===== src/rtl/hsv_core_issue_scoreboard.sv =====
// hsv_core_issue_scoreboard: per-register pending-write counters that
// gate issue->exec dispatch on RAW hazards and rd counter saturation.
module hsv_core_issue_scoreboard #(
  parameter int NUM_REGS = 32,
  parameter int CNT_W    = 2
) (
  input  logic                clk_core,
  input  logic                rst_core_n,
  input  logic                flush_req,
  output logic                flush_ack,
  input  logic                in_valid,
  output logic                in_ready,
  input  logic [4:0]          in_rs1,
  input  logic [4:0]          in_rs2,
  input  logic [4:0]          in_rd,
  input  logic                in_rs1_used,
  input  logic                in_rs2_used,
  input  logic                in_rd_used,
  output logic                out_valid,
  input  logic                out_ready,
  input  logic                wb_valid,
  input  logic [4:0]          wb_rd,
  output logic [NUM_REGS-1:0] busy_vec
);

  localparam logic [CNT_W-1:0] CntMax = {CNT_W{1'b1}};

  logic [CNT_W-1:0]    cnt_q [NUM_REGS];
  logic [CNT_W-1:0]    cnt_d [NUM_REGS];
  logic [NUM_REGS-1:0] inc_v;
  logic [NUM_REGS-1:0] dec_v;
  logic                flush_ack_q;
  logic                haz_rs1;
  logic                haz_rs2;
  logic                haz_rd;
  logic                haz;
  logic                fire;

  // Hazards look only at registered counts; a same-cycle wb does not bypass.
  assign haz_rs1 = in_rs1_used & (in_rs1 != '0)
                 & (cnt_q[in_rs1] != '0);
  assign haz_rs2 = in_rs2_used & (in_rs2 != '0)
                 & (cnt_q[in_rs2] != '0);
  assign haz_rd  = in_rd_used & (in_rd != '0)
                 & (cnt_q[in_rd] == CntMax);
  assign haz     = haz_rs1 | haz_rs2 | haz_rd;

  assign out_valid = in_valid & ~haz & ~flush_req;
  assign in_ready  = out_ready & ~haz & ~flush_req;
  assign fire      = out_valid & out_ready;
  assign flush_ack = flush_ack_q;

  always_comb begin
    inc_v = '0;
    dec_v = '0;
    if (fire && in_rd_used && in_rd != '0)
      inc_v[in_rd] = 1'b1;
    if (wb_valid && wb_rd != '0 && cnt_q[wb_rd] != '0)
      dec_v[wb_rd] = 1'b1;
  end

  always_comb begin
    for (int i = 0; i < NUM_REGS; i++) begin
      cnt_d[i] = cnt_q[i];
      if (flush_req)
        cnt_d[i] = '0;
      else if (inc_v[i] && !dec_v[i])
        cnt_d[i] = cnt_q[i] + CNT_W'(1);
      else if (dec_v[i] && !inc_v[i])
        cnt_d[i] = cnt_q[i] - CNT_W'(1);
    end
  end

  always_comb begin
    busy_vec = '0;
    for (int i = 1; i < NUM_REGS; i++)
      busy_vec[i] = (cnt_q[i] != '0);
  end

  always_ff @(posedge clk_core or negedge rst_core_n) begin
    if (!rst_core_n) begin
      flush_ack_q <= 1'b0;
      for (int i = 0; i < NUM_REGS; i++)
        cnt_q[i] <= '0;
    end else begin
      flush_ack_q <= flush_req;
      for (int i = 0; i < NUM_REGS; i++)
        cnt_q[i] <= cnt_d[i];
    end
  end

  // Retiring a register with nothing in flight means writeback lost sync.
  retire_nonzero: assert property (
    @(posedge clk_core) disable iff (!rst_core_n)
    (wb_valid && !flush_req && wb_rd != '0)
      |-> (cnt_q[wb_rd] != '0)
  );

endmodule


===== config.mk =====
export PLATFORM = sky130hd
export DESIGN_NAME = hsv_core_issue_scoreboard
export DESIGN_NICKNAME = d
export VERILOG_FILES = /design/src/rtl/hsv_core_issue_scoreboard.sv
export SDC_FILE = /design/constraint.sdc
export NUM_CORES = 1
export LEC_CHECK = 0
export CAP_MARGIN = 20
export CORE_ASPECT_RATIO = 0.7
export CORE_MARGIN = 1.5
export CORE_UTILIZATION = 30
export DETAILED_ROUTE_END_ITERATION = 10
export PLACE_DENSITY = 0.5
export SETUP_SLACK_MARGIN = 0.05
export SLEW_MARGIN = 5
export SYNTH_ARGS = -nofsm -noshare
export SYNTH_HDL_FRONTEND = slang
export SYNTH_SLANG_ARGS = --single-unit
export TNS_END_PERCENT = 1

===== constraint.sdc =====
create_clock -name clk_core -period 2.9 [get_ports clk_core]
set_input_delay 0.435 -clock clk_core [delete_from_list [all_inputs] [get_ports clk_core]]
set_output_delay 0.435 -clock clk_core [all_outputs]
set_load 0.005 [all_outputs]

==> impl_metrics.json <==
{
  "path_clk_slew_ns": 0.07,
  "crit_type": "reg2out",
  "min_period_ns": 3.23,
  "via_count": 7173,
  "synthFlopType": "dfrtp_1",
  "start_util_pct": 30.8,
  "required_ns": 2.47,
  "tightest_slew_ns": 0.806,
  "fillCellCount": 1904,
  "violations": "setup timing",
  "holdBufCountCts": 0,
  "cts_root_buf": "clkbuf_16",
  "drt_iter0_drc": 870,
  "track_usage_pct": 28.2,
  "slew_headroom_pct": 46.3,
  "cts_tree": "done",
  "die_width_um": 170,
  "dieArea_mm2": 0.0204,
  "power_density_mw_per_mm2": 294,
  "dr.pass1.iters": 5,
  "synth_area_mm2": 0.00586,
  "ys_async_sr_fraction_pct": 100,
  "cts_buffers": 9,
  "wl_met2_um": 12200,
  "cp_cell_sequence": "or2_4 > mux4_2 > a21o_1 > o22ai_2 > a221o_1 > nand3_2 > buf_6 > nor3b_2 > buf_2",
  "cpPeakStageDelay_ns": 0.50,
  "wl_met3_um": 3190,
  "route.detailed.drc": 0,
  "cts_buffer_depth": 2,
  "areaGrowthSynthToFinish_pct": 56.5,
  "worstPathArrival_ns": 2.80,
  "holdCritPathClass": "in2async",
  "drive_gt1_share_pct": 38.0,
  "hold_slack_ns": 0.108,
  "synth_cells": 719,
  "hold_violations": 0,
  "synth.avg_cell_area_um2": 8.15,
  "fin_util_pct": 48.2,
  "grt_max_degree": 58,
  "htree_num_levels": 3,
  "viasPerCell": 5.73,
  "io_pins": 64,
  "final_area_mm2": 0.00917,
  "fp.dieH_um": 120,
  "postRouteAntennaNets": 0,
  "final_nets": 1012,
  "routed_wl_um": 28500,
  "clock_latency_ns": 0.35,
  "grt_pass1_wl_um": 42200,
  "crit_family": "compound AO/OA/AOI/OAI gates",
  "synth_edf_count": 0,
  "rsz0062_at_grt": "true",
  "place_area_mm2": 0.00842,
  "vdd_drop_max_v": 0.000195,
  "rows": 42,
  "cp-end-kind": "primary output",
  "core_region_area_mm2": 0.0190,
  "slew_violations": 0,
  "skew_ns": 0.0135,
  "avgRoutedWirePerCell_um": 22.8,
  "grt_pass1_vias": 6912,
  "antenna-diode-count": 0,
  "grt-ovfl-total": 0,
  "cp_slowest_cell": "mux4_2",
  "dp_hpwl_um": 22300,
  "yosysSeqAreaShare_pct": 27.7,
  "cp_num_buf_inv": 2,
  "status": "complete, but fails checks",
  "leakagePower_nw": 3.95,
  "synth_warnings": 0,
  "yosys_register_bits": 65,
  "wl_met1_um": 12700,
  "maxCapViolCount": 0,
  "critPathLaunchType": "register",
  "fmax_mhz": 309,
  "port_buffers": 62,
  "setup-violations-final": 50,
  "antenna_found_initial": 0,
  "synth_fp_nets": 748,
  "crit_fanout": 3,
  "cts_sinks": 65,
  "setup_slack_ns": -0.332,
  "top_layer_used": "met4",
  "ys_types": 68,
  "period_share_pct": 111,
  "gp_congestion": 0.965
}
state kept, by name, indices dropped and copies added, names as in the netlist:
register   count
cnt_q         64
flush_ack      1
worst reg2reg max path: stages (launching register included):
cell and delay [ns]:
dfrtp_2 0.45, or2_4 0.26, mux4_2 0.50, a21o_1 0.20
o22ai_2 0.15, a221o_1 0.30, nand3_2 0.15, buf_6 0.15
buf_4 0.21, or3_1 0.38, o31ai_1 0.24
worst paths after layout:
kind | startpoint | endpoint | slack, ns | cells after the start
max | cnt_q[20] | in_ready | -0.33 | 9
min | rst_core_n | flush_ack | 0.11 | 1
max reg2reg | cnt_q[20] | cnt_q[49] | -0.20 | 10
min reg2reg | cnt_q[59] | cnt_q[59] | 0.60 | 2
max in group asynchronous | rst_core_n | cnt_q[20] | 2.07 | 2
min in group clk_core | cnt_q[59] | cnt_q[59] | 0.60 | 2
cell type report:
cell class	instances	area (um^2)	share of cell area [%]
multi-input combinational	550	4110	44.8
timing repair buffer	311	2600	28.4
sequential	65	1630	17.7
tap	264	330	3.60
clock buffer	9	225	2.45
inverter	46	173	1.88
clock inverter	7	103	1.12
synthesized netlist by cell type, types with 12 or more instances:
cell	instances	area share, %
o21ai_0	21	1.8
a211oi_1	34	4.4
o31ai_1	15	1.9
nor3_1	38	3.2
o21ai_1	12	1.0
nand2_1	47	3.0
a21oi_1	49	4.2
mux4_2	20	7.7
nand3_1	17	1.5
buf_2	20	1.7
mux2i_1	18	3.1
inv_1	42	2.7
o211ai_1	18	2.3
dfrtp_1	65	28
clkbuf_1	32	2.0
nor2_1	64	4.1
xnor2_1	20	3.0
cells in the final DEF (no fill, tap or decap), drive strengths merged, types with 5 or more instances in the layout:
master	instances
nand2	47
or4	9
o21ai	33
nand3	17
o31ai	16
nand3b	5
clkbuf	9
xor2	10
dlygate4sd2	5
or2	14
buf	253
mux4	20
inv	47
nor4	13
mux2i	18
a21oi	49
dfrtp	65
xnor2	20
nor3b	12
o31a	6
nor2	64
nor4b	10
or3	10
o41ai	6
clkdlybuf4s50	53
nand4	5
o211ai	18
o22ai	10
a31oi	5
a31o	7
nor2b	11
a211oi	35
nor3	38
layer usage:
| layer | up-vias | GRT usage [%] |
|---|---|---|
| li1 | 3206 | - |
| met1 | 3561 | 40.3 |
| met2 | 366 | 40.8 |
| met3 | 40 | 8.91 |
| met4 | 0 | 6.80 |
| met5 | - | 0 |
cell families after synthesis:
| logic type | share of synthesized area [%] |
|---|---|
| other cells | 0.0640 |
| simple gates | 24.8 |
| flops | 27.7 |
| buf+inv | 7.34 |
| mux | 11.1 |
| compound gates | 24.4 |
| xor+xnor | 4.48 |
what timing repair did:
item	4_1_cts	5_1_grt
setup endpoints to repair	64	64
buffers inserted	6	2
gates resized for setup	52	51
pin swaps	23	19
through the flow:
stage          TNS, ns  instances  total power [mW]  setup WS, ns
2_1_floorplan        0        719              1.13        0.0880
3_3_place_gp    -25.51       1228              1.40        -0.712
3_5_place_dp    -30.24       1228              1.40        -0.775
4_1_cts          -2.06       1250              2.69        -0.291
5_1_grt          -8.25       1252              2.77        -0.367
6_report         -4.98       1252              2.70        -0.332
where the power goes:
part	total, mW	internal [mW]	leakage (nW)	switching, mW
combinational	0.515	0.218	2.89	0.298
clock	1.27	0.764	0.157	0.506
sequential	0.911	0.909	0.904	0.00210
Note: power is estimated with default switching activity, not from simulation.
